**src/rtl/cdc_handshake_tx_if.sv**
```systemverilog
// Handshake bundle between the source-domain client, the transmitter and the far-domain receiver.
interface cdc_handshake_tx_if #(
  parameter int unsigned WIDTH = 8
);
  logic             send;
  logic [WIDTH-1:0] data_in;
  logic             ready;
  logic             req_o;
  logic [WIDTH-1:0] data_o;
  logic             ack_i;
  logic             done;
  logic             drop;
  logic             timeout;

  // master: client plus far-end acknowledge; slave: the transmitter itself
  modport master (
    output send, data_in, ack_i,
    input  ready, req_o, data_o, done, drop, timeout
  );
  modport slave (
    input  send, data_in, ack_i,
    output ready, req_o, data_o, done, drop, timeout
  );
endinterface

```
**src/rtl/cdc_handshake_tx.sv**
```systemverilog
// Source end of a 4-phase req/ack clock-domain crossing: holds a word on data_o, raises req_o and
// waits for the synchronized acknowledge to rise and fall again.
module cdc_handshake_tx #(
  parameter int unsigned WIDTH       = 8,
  parameter int unsigned SYNC_STAGES = 2,
  parameter int unsigned TIMEOUT     = 0
) (
  input logic                clk,
  input logic                reset,
  cdc_handshake_tx_if.slave  bus
);

  localparam int unsigned CntW = (TIMEOUT > 0) ? $clog2(TIMEOUT + 1) : 1;

  typedef enum logic [1:0] {StIdle, StReq, StRel} state_e;

  state_e                 state_q;
  logic [SYNC_STAGES-1:0] sync_q;
  logic                   req_q;
  logic [WIDTH-1:0]       data_q;
  logic                   done_q;
  logic                   timeout_q;
  logic [CntW-1:0]        cnt_q;

  logic ack_s;
  logic ack_nxt;
  logic ready;
  logic wd_expired;

  always_ff @(posedge clk) begin
    if (reset) begin
      sync_q <= '0;
    end else begin
      sync_q <= {sync_q[SYNC_STAGES-2:0], bus.ack_i};
    end
  end

  assign ack_s   = sync_q[SYNC_STAGES-1];
  // Value ack_s takes at the coming edge; lets done register in the first ack_s=1 cycle.
  assign ack_nxt = sync_q[SYNC_STAGES-2];

  assign ready      = (state_q == StIdle) && !ack_s;
  assign wd_expired = (TIMEOUT != 0) && ((32'(cnt_q) + 32'd1) == TIMEOUT);

  always_ff @(posedge clk) begin
    if (reset) begin
      state_q   <= StIdle;
      req_q     <= 1'b0;
      data_q    <= '0;
      done_q    <= 1'b0;
      timeout_q <= 1'b0;
      cnt_q     <= '0;
    end else begin
      done_q <= 1'b0;
      unique case (state_q)
        StIdle: begin
          if (bus.send && ready) begin
            data_q  <= bus.data_in;
            req_q   <= 1'b1;
            state_q <= StReq;
            cnt_q   <= '0;
          end
        end
        StReq: begin
          if (ack_nxt) begin
            req_q   <= 1'b0;
            done_q  <= 1'b1;
            state_q <= StRel;
            cnt_q   <= '0;
          end else if (wd_expired) begin
            req_q     <= 1'b0;
            timeout_q <= 1'b1;
            state_q   <= StIdle;
            cnt_q     <= '0;
          end else begin
            cnt_q <= cnt_q + CntW'(1);
          end
        end
        StRel: begin
          if (!ack_s) begin
            state_q <= StIdle;
            cnt_q   <= '0;
          end else if (wd_expired) begin
            timeout_q <= 1'b1;
            state_q   <= StIdle;
            cnt_q     <= '0;
          end else begin
            cnt_q <= cnt_q + CntW'(1);
          end
        end
        default: state_q <= StIdle;
      endcase
    end
  end

  assign bus.ready   = ready;
  assign bus.req_o   = req_q;
  assign bus.data_o  = data_q;
  assign bus.done    = done_q;
  assign bus.drop    = bus.send && !ready;
  assign bus.timeout = timeout_q;

endmodule

```
**src/flat_wrapper.sv**
```systemverilog
// flat-port wrapper written by rule: the top's interface ports become plain ports
module cdc_handshake_tx_flat 
#(
  parameter int unsigned WIDTH       = 8,
  parameter int unsigned SYNC_STAGES = 2,
  parameter int unsigned TIMEOUT     = 0
)
  (clk, reset, bus_send, bus_data_in, bus_ack_i, bus_ready, bus_req_o, bus_data_o, bus_done, bus_drop, bus_timeout);
  cdc_handshake_tx_if #(.WIDTH(WIDTH)) bus_i ();
  input logic clk;
  input logic reset;
  input wire logic [$bits(bus_i.send)-1:0] bus_send;
  input wire logic [$bits(bus_i.data_in)-1:0] bus_data_in;
  input wire logic [$bits(bus_i.ack_i)-1:0] bus_ack_i;
  output wire logic [$bits(bus_i.ready)-1:0] bus_ready;
  output wire logic [$bits(bus_i.req_o)-1:0] bus_req_o;
  output wire logic [$bits(bus_i.data_o)-1:0] bus_data_o;
  output wire logic [$bits(bus_i.done)-1:0] bus_done;
  output wire logic [$bits(bus_i.drop)-1:0] bus_drop;
  output wire logic [$bits(bus_i.timeout)-1:0] bus_timeout;
  assign bus_i.send = bus_send;
  assign bus_i.data_in = bus_data_in;
  assign bus_i.ack_i = bus_ack_i;
  assign bus_ready = bus_i.ready;
  assign bus_req_o = bus_i.req_o;
  assign bus_data_o = bus_i.data_o;
  assign bus_done = bus_i.done;
  assign bus_drop = bus_i.drop;
  assign bus_timeout = bus_i.timeout;
  cdc_handshake_tx #(.WIDTH(WIDTH), .SYNC_STAGES(SYNC_STAGES), .TIMEOUT(TIMEOUT)) u_core (.clk(clk), .reset(reset), .bus(bus_i));
endmodule
```
**config.mk**
```make
export PLATFORM = sky130hd
export DESIGN_NAME = cdc_handshake_tx_flat
export DESIGN_NICKNAME = d
export VERILOG_FILES = /design/src/rtl/cdc_handshake_tx_if.sv /design/src/rtl/cdc_handshake_tx.sv /design/src/flat_wrapper.sv
export SDC_FILE = /design/constraint.sdc
export NUM_CORES = 1
export LEC_CHECK = 0
export BUFFER_PORTS_ARGS = -buffer_cell sky130_fd_sc_hd__buf_2
export CAP_MARGIN = 20
export CORE_UTILIZATION = 43
export CTS_BUF_LIST = sky130_fd_sc_hd__clkbuf_8
export DETAILED_ROUTE_END_ITERATION = 8
export HOLD_SLACK_MARGIN = 0.05
export PLACE_DENSITY = 0.76
export SYNTH_ARGS = -nofsm -noshare
export SYNTH_HDL_FRONTEND = slang
export SYNTH_SLANG_ARGS = --single-unit
export TNS_END_PERCENT = 5
```
**constraint.sdc**
```tcl
create_clock -name clk -period 1.1 [get_ports clk]
set_input_delay 0.11 -clock clk [delete_from_list [all_inputs] [get_ports clk]]
set_output_delay 0.11 -clock clk [all_outputs]
set_load 0.02 [all_outputs]
```
==> results of run 1 <==
==> cell usage after synthesis <==
cell type,count,area share
nor2b_1,4,0.042
buf_4,2,0.025
or2b_2,1,0.015
a211oi_2,1,0.021
mux2i_1,8,0.13
clkbuf_1,1,0.0062
dfxtp_1,14,0.47
conb_1,1,0.0062
o2bb2ai_1,1,0.015
or4b_4,1,0.023
nor3_1,1,0.0083
nand3b_1,2,0.025
nor4b_1,1,0.015
nand2b_1,16,0.17
nor2_1,1,0.0062
a21oi_1,1,0.0083
buf_6,1,0.019
==> worst reg2reg max path: stages, from the launching register on <==
cell and delay (ns):
dfxtp_2 0.34, nor4b_2 0.34, buf_4 0.22, mux2i_1 0.19
==> cell type report <==
cell class	instances	area, um2	share of cell area
timing repair buffer	29	170	0.204
tap	15	18.8	0.0225
sequential	14	283	0.339
multi-input combinational	39	308	0.369
clock buffer	4	55.1	0.0660
==> state kept, by name (all words and copies together) (netlist names) <==
signal	count
u_core.state_q	2
u_core.bus.done	1
u_core.sync_q	2
u_core.bus.data_o	8
u_core.bus.req_o	1
==> metrics by stage <==
step                total power, W  worst slack, ns   util
floorplan                 0.000717         -0.00781      -
global placement          0.000791          -0.0129  0.585
detailed placement        0.000795          -0.0577  0.585
CTS                        0.00130           -0.119  0.638
global route               0.00134           -0.153  0.641
finish                     0.00130          -0.0940  0.641
==> worst max-delay path by stage <==
stage                            from                    to  slack (ns)  depth (start not counted)
floorplan           u_core.state_q[0]     u_core.state_q[0]      -0.008                          2
global placement    u_core.state_q[0]     u_core.state_q[0]       -0.01                          2
detailed placement  u_core.state_q[0]  u_core.bus.data_o[6]       -0.06                          3
CTS                 u_core.state_q[1]              bus_drop       -0.12                          4
global route        u_core.state_q[0]              bus_drop       -0.15                          4
finish              u_core.state_q[0]              bus_drop       -0.09                          4
==> report_power, final <==
group / total (W) / internal, W / switching (W) / leakage [nW]
Combinational: 0.000229 / 0.000116 / 0.000113 / 0.242
Clock: 0.000503 / 0.000317 / 0.000187 / 0.0288
Sequential: 0.000566 / 0.000543 / 0.0000231 / 0.116
==> cell families (layout without fill, tap and decap cells) <==
logic type,count (synthesis),count (layout)
muxes,8,8
buffers and inverters,4,33
AOI/OAI and AO/OA,3,3
DFF,14,14
other,1,1
and+or+nand+nor,27,27
==> metal layers <==
| layer | routed length (um) | up-vias | part of all wire |
|---|---|---|---|
| met3 | 50 | 4 | 0.045 |
| met1 | 512 | 230 | 0.46 |
| met4 | 25 | 0 | 0.022 |
| met2 | 523 | 15 | 0.47 |
| li1 | - | 244 | - |
| met5 | 0 | - | 0 |
==> what timing repair did <==
item                       4_1_cts  5_1_grt
setup endpoints to repair       12       12
gates resized for setup          5        1
pin swaps                        1        1
cloned                           0        0
==> results.tsv, run 1 <==
stage	metric	value	unit
placement	routability cong.	0.641	
critical_path	critical path launch point type	flop	
global_route	aggregate global routing overflow	0	
critical_path	Setup crit end kind	output port	
finish	commonest non-fill, non-tap cells in the layout	buf_2 (22), nand2b_1 (16), dfxtp_1 (12)	
critical_path	CP Class	reg2out	
finish	P&R area growth vs syn	39.0	%
critical_path	R2R Path End	u_core.bus.data_o[6]	
critical_path	Worst R2R Start	u_core.state_q[0]	
synthesis	post-synthesis mux area share	0.133	
critical_path	R2R Setup Slk	-0.05	ns
sta	Final Cycle Share	1.09	
run_status	status	complete, but fails checks	
floorplan	Starting Density	0.462	
finish	layout cell share with drive strength beyond 1	0.465	
synthesis	largest family of logic cells by synthesized area	simple AND/OR/NAND/NOR gates	
hold_path	Min-Delay Endpoint	u_core.sync_q[0]	
power	Pleak	0.386	nW
global_route	vias in the first global route	403	
route	Post-Route WL	1110	um
finish	Finished Cell Area	835	um2
power	maximum vdd drop	0.000915	V
synthesis	Mapped Area	601	um2
sta	final setup margin	-0.0940	ns
critical_path	Arr. time, crit path	1.08	ns
global_route	Global Route Usage Sum	0.162	
global_route	GRT busiest layer	met2	
placement	placed cell count	97	
clocking	Post-CTS Setup Repair Bufs	0	
sta	post-route minimum period	1.19	ns
clocking	Skew-Pair Late Insertion Delay	0.25	ns
clocking	TritonCTS clock tree	done	
floorplan	core region area	0.00130	mm2
route	WL/cell	11.0	um
global_route	GR Util met2	0.258	
synthesis	Netlist cell types	17	
placement	post-detailed-placement half-perimeter wirelength	756	um
clocking	number of CTS-inserted buffers	3	
power	pwr/cell area	1560	mW/mm2
synthesis	cell count after synthesis	57	
sta	fin. max-slew vios	0	
critical_path	delay-heaviest family, CP	flip-flops	
clocking	CTS Buffer Depth	2	
global_route	first-pass GRT wire length	1630	um
synthesis	complex-gate fraction of the synthesized area	0.0438	
floorplan	IO Pins	25	
floorplan	# rows	13	
placement	I/O Buffers	23	
sta	Setup Viol. Count Final	11	
global_route	antenna violations before repair	0	
sta	Fin Setup TNS	-0.475	ns
synthesis	yosys warns	0	
critical_path	Worst EP required	0.99	ns
critical_path	Worst R2R Path Depth	3	
hold_path	Hold Startpoint	bus_ack_i	
clocking	clock sink count	14	
route	vias per cell	4.88	
global_route	GR Layer Usage met1	0.196	
hold_path	worst hold stages	2	
job	Max Cap Violations	0	
synthesis	Post-Synth XOR/XNOR Area	0	
route	total number of vias	493	
clocking	hold_buf cts	0	
synthesis	Syn Nets	69	
synthesis	Syn Area/Cell	10.5	um2
sta	final hold violation count	0	
finish	fill count	119	
placement	Area after DPL	761	um2
synthesis	adder-cell share of the synthesized area	0	
route	post-route DRC violation count	0	
critical_path	sequence of cells on the critical path	buf_6 -> nor3_4 -> nor2b_1 -> buf_4	
route	remaining antenna violation count	0	
floorplan	Die H	39.4	um
finish	commonest non-fill, non-tap cell in the layout	buf_2	
synthesis	flop and latch count out of synthesis	14	
sta	fmax	0.838	GHz
run_status	failing checks	setup timing	
floorplan	chip width	39.4	um
hold_path	hold crit path type	in2reg	
floorplan	die area	0.00155	mm2
global_route	largest net degree at the start of global routing	24	
clocking	H-tree depth	1	
critical_path	worst path bufs/invs	2	
global_route	M3 GR Usage	0.0170	
clocking	clock root cell	clkbuf_8	
critical_path	Worst path slowest cell	dfxtp_2	
sta	Final Skew	0.00487	ns
synthesis	sequential fraction of the synthesis area	0.467	
clocking	clock-pin slew on the worst setup and hold paths	0.06	ns
finish	ANT cells	0	
finish	post-route insts no fill	101	
synthesis	area share of and/or/nand/nor cells after synthesis	0.300	
route	count of routing violations after the opening detailed-route iteration	3	
sta	Min Hold Slack	0.0805	ns
critical_path	Crit Path Max Fanout	4	
critical_path	max incr delay on CP	0.34	ns
sta	RSZ-0062 raised after global routing	true	
route	DRT Pass-1 Iters	2	
finish	Final #Nets	99	
(Power assumes the default switching activity.)
==> run 2, diff against run 1 <==
--- a/config.mk
+++ b/config.mk
@@ -5,13 +5,15 @@
 export SDC_FILE = /design/constraint.sdc
 export NUM_CORES = 1
 export LEC_CHECK = 0
+export ABC_AREA = 1
 export BUFFER_PORTS_ARGS = -buffer_cell sky130_fd_sc_hd__buf_2
 export CAP_MARGIN = 20
-export CORE_UTILIZATION = 43
+export CORE_AREA = 2 2 39 41
 export CTS_BUF_LIST = sky130_fd_sc_hd__clkbuf_8
 export DETAILED_ROUTE_END_ITERATION = 8
+export DIE_AREA = 0 0 41 43
 export HOLD_SLACK_MARGIN = 0.05
-export PLACE_DENSITY = 0.76
+export PLACE_DENSITY = 0.72
 export SYNTH_ARGS = -nofsm -noshare
 export SYNTH_HDL_FRONTEND = slang
 export SYNTH_SLANG_ARGS = --single-unit
==> run 2 against run 1 <==
Net effect: the run still ends with setup timing left; maximum frequency is 1.3% higher; sequential share of layout area rose by 3.1 points; clock power is 2% lower; synthesized cell count grew 12%; critical path type unchanged; critical endpoint unchanged; largest cell class is now sequential cells.
==> results.tsv, run 2 <==
stage	metric	value	unit	change
run_status	status	complete, but fails checks		
run_status	failing checks	setup timing		
route	remaining antenna violation count	0		unchanged
synthesis	yosys warns	0		unchanged
route	DRT Pass-1 Iters	3		+1
placement	Area after DPL	652	um2	-14%
finish	post-route insts no fill	110		+8.9%
route	post-route DRC violation count	0		unchanged
synthesis	Syn Area/Cell	8.19	um2	-22%
global_route	vias in the first global route	441		+9.4%
synthesis	sequential fraction of the synthesis area	0.535		+0.0679
finish	P&R area growth vs syn	45.3	%	
critical_path	critical path launch point type	flop		
floorplan	Starting Density	0.379		-0.0827
floorplan	die area	0.00176	mm2	+14%
sta	Final Skew	0.000749	ns	-0.00412 ns
global_route	Global Route Usage Sum	0.145		-0.0168
floorplan	# rows	14		+1
finish	ANT cells	0		unchanged
synthesis	most instantiated library cell after synthesis	dfxtp_1		
global_route	first-pass GRT wire length	1680	um	+3.4%
route	count of routing violations after the opening detailed-route iteration	2		-1
sta	fmax	0.849	GHz	+1.3%
hold_path	hold crit path type	in2reg		
clocking	CTS Buffer Depth	2		unchanged
sta	post-route minimum period	1.18	ns	-0.0156 ns
route	WL/cell	10.3	um	-6.8%
sta	Final Cycle Share	1.07		-0.0142
synthesis	Post-synth ARST share	0		unchanged
finish	commonest non-fill, non-tap cell in the layout	buf_2		
sta	Setup Viol. Count Final	5		-6
clocking	hold_buf cts	0		unchanged
synthesis	Post-synth EDFFs	0		unchanged
critical_path	CP Class	reg2out		
synthesis	Mapped Area	524	um2	-13%
synthesis	Syn Nets	76		+10%
sta	final setup margin	-0.0784	ns	+0.0156 ns
clocking	H-tree depth	1		unchanged
synthesis	flop and latch count out of synthesis	14		unchanged
placement	I/O Buffers	23		unchanged
synthesis	post-synth top area cell	dfxtp_1		
synthesis	predominant post-synthesis flop cell	dfxtp_1		
job	Max Cap Violations	0		unchanged
placement	post-detailed-placement half-perimeter wirelength	798	um	+5.6%
global_route	largest net degree at the start of global routing	15		-38%
power	pwr/cell area	1680	mW/mm2	+8.1%
synthesis	ranking of synthesized cells by area	dfxtp_1 (53%), nand3_1 (11%), a21oi_1 (11%), nand2_1 (6.4%), inv_1 (3.6%)		
synthesis	cell count after synthesis	64		+12%
clocking	clock-pin slew on the worst setup and hold paths	0.06	ns	about the same
finish	layout cell share with drive strength beyond 1	0.404		-0.0609
sta	fin. max-slew vios	0		unchanged
power	maximum vdd drop	0.000590	V	-36%
finish	max FFs per register	8		unchanged
route	total number of vias	516		+4.7%
synthesis	synth cell count leaders	dfxtp_1 (14), nand3_1 (12), a21oi_1 (11)		
global_route	aggregate global routing overflow	0		unchanged
critical_path	Setup crit end kind	output port		
route	vias per cell	4.69		-3.9%
clocking	Skew-Pair Late Insertion Delay	0.24	ns	about the same
critical_path	Worst EP required	0.99	ns	about the same
sta	final hold violation count	0		unchanged
route	Post-Route WL	1130	um	+1.5%
floorplan	Die H	43	um	+9.2%
global_route	antenna violations before repair	0		unchanged
finish	Final #Nets	107		+8.1%
placement	routability cong.	0.685		+6.9%
finish	commonest non-fill, non-tap cells in the layout	buf_2 (22), dfxtp_1 (13), nand3_1 (12)		
finish	Finished Cell Area	762	um2	-8.7%
floorplan	core region area	0.00138	mm2	+6.3%
critical_path	Arr. time, crit path	1.07	ns	about the same
power	Pleak	0.364	nW	-5.8%
clocking	TritonCTS clock tree	done		
sta	Fin Setup TNS	-0.159	ns	+0.316 ns
critical_path	Crit Path Max Fanout	5		+1
clocking	number of CTS-inserted buffers	3		unchanged
clocking	clock root cell	clkbuf_8		
floorplan	chip width	41	um	+4.1%
synthesis	Netlist cell types	14		-3
synthesis	Synth top area share	0.535		+0.0679
floorplan	IO Pins	25		unchanged
clocking	clock sink count	14		unchanged
placement	placed cell count	102		+5.2%
sta	RSZ-0062 raised after global routing	true		
==> run 2: cell count changes after synthesis, moves of 2 or more <==
cell / delta
a21oi_1: +10
inv_1: +5
mux2i_1: -8
nand2_1: +9
nand2b_1: -16
nand3_1: +12
nand3b_1: -2
nor2_1: +3
nor2b_1: -4
==> run 2: through the flow <==
stage	setup slack (ns)	total power (W)	hold slack, ns	utilization
2_1_floorplan	0.0999	0.000695	0.179	-
3_3_place_gp	0.111	0.000754	0.310	0.471
3_5_place_dp	0.0827	0.000757	0.322	0.471
4_1_cts	-0.0886	0.00128	0.0691	0.543
5_1_grt	-0.131	0.00134	0.0826	0.551
6_report	-0.0784	0.00128	0.0709	0.551
==> run 2: cell type report <==
class | instances | area [um2]
Multi-Input combinational cell | 41 | 209
Clock buffer | 4 | 55.1
Timing Repair Buffer | 30 | 178
Inverter | 5 | 18.8
Tap cell | 16 | 20.0
Sequential cell | 14 | 282
Fill cell | 129 | 622
==> run 2: repair_timing <==
item,CTS,global route
endpoints found under the setup margin,2,12
buffers inserted,4,0
gates cloned,0,0
endpoints found under the hold margin,0,0
pin swaps,1,0
resized for setup,5,2
==> run 2: critical path, stage by stage, from the launching register on <==
cell and delay [ns]:
dfxtp_2 0.33, nor3_4 0.20, buf_6 0.14, nor2_2 0.04, buf_6 0.12
==> run 2: cells by family after synthesis <==
group / Yosys count / synth area share
other: 1 / 0.00715
buffers and inverters: 9 / 0.0931
DFF: 14 / 0.535
and+or+nand+nor: 28 / 0.251
AOI/OAI and AO/OA: 12 / 0.115
==> run 2: final timing paths <==
path	from	end	depth (start not counted)	slack [ns]
min	bus_ack_i	u_core.sync_q[0]	3	0.07
max reg2reg	u_core.state_q[1]	u_core.bus.data_o[5]	6	0
max	u_core.state_q[1]	bus_drop	4	-0.08
min reg2reg	u_core.bus.data_o[7]	u_core.bus.data_o[7]	2	0.46
==> run 2: where the power goes <==
part	total, W	switching, W	internal (W)
Sequential	0.000555	0.0000163	0.000538
Combinational	0.000231	0.000129	0.000103
Clock	0.000495	0.000179	0.000317
Total	0.00128	0.000324	0.000958
==> run 2: per-layer routing <==
layer	wire length (um)	up-vias	global-route usage
met2	616	12	0.238
met4	16	0	0.100
met3	44	2	0.0471
li1	-	268	-
met5	0	-	0
met1	452	234	0.144
==> run 3, diff against run 2 <==
--- a/config.mk
+++ b/config.mk
@@ -13,7 +13,7 @@
 export DETAILED_ROUTE_END_ITERATION = 8
 export DIE_AREA = 0 0 41 43
 export HOLD_SLACK_MARGIN = 0.05
-export PLACE_DENSITY = 0.72
+export PLACE_DENSITY_LB_ADDON = 0.2
 export SYNTH_ARGS = -nofsm -noshare
 export SYNTH_HDL_FRONTEND = slang
 export SYNTH_SLANG_ARGS = --single-unit
==> run 3 against run 2 <==
Net effect: the run still ends with setup timing left; combinational power increased by 7%; total power rose by 1.9%; sequential power hardly changed; wire length rose by 1.2%; final area grew 3.4%; register-to-register slack barely moved; clock skew rose by 0.0017 ns; largest cell class unchanged.
==> results.tsv, run 3 (synthesis gave the netlist of run 2 again) <==
stage	metric	value	unit	change
run_status	status	complete, but fails checks		
run_status	failing checks	setup timing		
finish	commonest non-fill, non-tap cell in the layout	buf_2		
finish	P&R area growth vs syn	50.4	%	
clocking	hold_buf cts	0		unchanged
critical_path	worst path bufs/invs	2		unchanged
route	remaining antenna violation count	0		unchanged
critical_path	Crit Path Max Fanout	3		-2
floorplan	# rows	14		unchanged
critical_path	Setup crit end kind	output port		
floorplan	IO Pins	25		unchanged
route	Post-Route WL	1140	um	+1.2%
critical_path	most used cell, CP	buf_6		
placement	routability cong.	0.742		+8.2%
route	WL/cell	10.3	um	+0.33%
sta	final setup margin	-0.0893	ns	-0.0109 ns
route	total number of vias	532		+3.1%
route	post-route DRC violation count	0		unchanged
finish	commonest non-fill, non-tap cells in the layout	buf_2 (21), nand3_1 (12), dfxtp_1 (12)		
clocking	clock root cell	clkbuf_8		
route	count of routing violations after the opening detailed-route iteration	8		+6
finish	ANT cells	0		unchanged
sta	Final Cycle Share	1.08		+0.00995
sta	fmax	0.841	GHz	-0.92%
global_route	aggregate global routing overflow	0		unchanged
critical_path	delay-heaviest family, CP	flip-flops		
floorplan	die area	0.00176	mm2	unchanged
placement	I/O Buffers	23		unchanged
power	pwr/cell area	1660	mW/mm2	-1.5%
clocking	number of CTS-inserted buffers	3		unchanged
clocking	clock-pin slew on the worst setup and hold paths	0.06	ns	about the same
critical_path	sequence of cells on the critical path	nor3_4 -> buf_6 -> nor2_2 -> buf_6		
sta	Setup Viol. Count Final	3		-2
hold_path	hold crit path type	in2reg		
finish	post-layout util	0.570		+0.0190
finish	layout cell share with drive strength beyond 1	0.453		+0.0484
clocking	clock sink count	14		unchanged
clocking	CTS Buffer Depth	2		unchanged
critical_path	critical path launch point type	flop		
power	Pleak	0.372	nW	+2.1%
route	DRT Pass-1 Iters	4		+1
job	Max Cap Violations	0		unchanged
global_route	first-pass GRT wire length	1750	um	+4.1%
clocking	TritonCTS clock tree	done		
critical_path	CP Class	reg2out		
sta	Min Hold Slack	0.0620	ns	-0.00883 ns
critical_path	Worst EP required	0.99	ns	about the same
global_route	Global Route Usage Sum	0.148		+0.00303
clocking	H-tree depth	1		unchanged
floorplan	core region area	0.00138	mm2	unchanged
clocking	Skew-Pair Late Insertion Delay	0.25	ns	about the same
finish	Final #Nets	108		+0.93%
critical_path	Arr. time, crit path	1.08	ns	about the same
floorplan	Die H	43	um	unchanged
sta	post-route minimum period	1.19	ns	+0.0109 ns
global_route	antenna violations before repair	0		unchanged
sta	Final Skew	0.00248	ns	+0.00174 ns
sta	final hold violation count	0		unchanged
floorplan	chip width	41	um	unchanged
critical_path	max incr delay on CP	0.33	ns	about the same
sta	fin. max-slew vios	0		unchanged
finish	max FFs per register	8		unchanged
sta	RSZ-0062 raised after global routing	true		
power	maximum vdd drop	0.00104	V	+76%
global_route	vias in the first global route	435		-1.4%
route	vias per cell	4.79		+2.2%
placement	post-detailed-placement half-perimeter wirelength	787	um	-1.3%
critical_path	Worst path slowest cell	dfxtp_2		
floorplan	Starting Density	0.379		unchanged
global_route	largest net degree at the start of global routing	15		unchanged
[run 3: area by class of cell]
type | count | area [um2]
fillers | 134 | 596
multi-input cells | 41 | 220
inverters | 5 | 18.8
well taps | 16 | 20.0
clock buffers | 4 | 55.1
repair buffers | 31 | 191
flip-flops and latches | 14 | 283
[run 3: power by group]
group	total, W	switching [W]	internal, W
registers	0.000556	0.0000163	0.000539
logic	0.000248	0.000135	0.000113
clock network	0.000503	0.000186	0.000317
[run 3: stage by stage]
step | setup TNS [ns] | area, um2 | cells | worst slack, ns | total power [W]
global route | -0.540 | 788 | 111 | -0.135 | 0.00136
CTS | -0.223 | 751 | 110 | -0.136 | 0.00129
global placement | 0 | 667 | 104 | 0.0893 | 0.000765
floorplan | 0 | 524 | 64 | 0.0999 | 0.000695
detailed placement | 0 | 667 | 104 | 0.0627 | 0.000767
finish | -0.157 | 788 | 111 | -0.0893 | 0.00131
[run 3: metal layers]
metal | vias up | global-route usage | wire length, um
met2 | 18 | 0.200 | 540
met4 | 0 | 0.100 | 34
met3 | 4 | 0.0471 | 67
met5 | - | 0 | 0
li1 | 270 | - | -
met1 | 240 | 0.193 | 501
[run 3: path summary, 6_finish.rpt]
| path | start | to | slack, ns | cells past startpoint |
|---|---|---|---|---|
| max reg2reg | u_core.state_q[0] | u_core.bus.data_o[4] | 0 | 5 |
| max | u_core.state_q[0] | bus_drop | -0.09 | 4 |
| min reg2reg | u_core.bus.data_o[2] | u_core.bus.data_o[2] | 0.46 | 2 |
| min | bus_ack_i | u_core.sync_q[0] | 0.06 | 3 |
[run 3: worst reg2reg max path, stage by stage, from the launching register on]
cell,delay (ns)
dfxtp_2,0.33
nor3_4,0.22
buf_4,0.15
buf_4,0.12
nand3_1,0.08
a21oi_2,0.13
[run 3: timing repair]
action | CTS | global route
gates resized for setup | 4 | 9
pin swaps | 1 | 5
setup endpoints to repair | 2 | 10
buffers inserted | 2 | 1
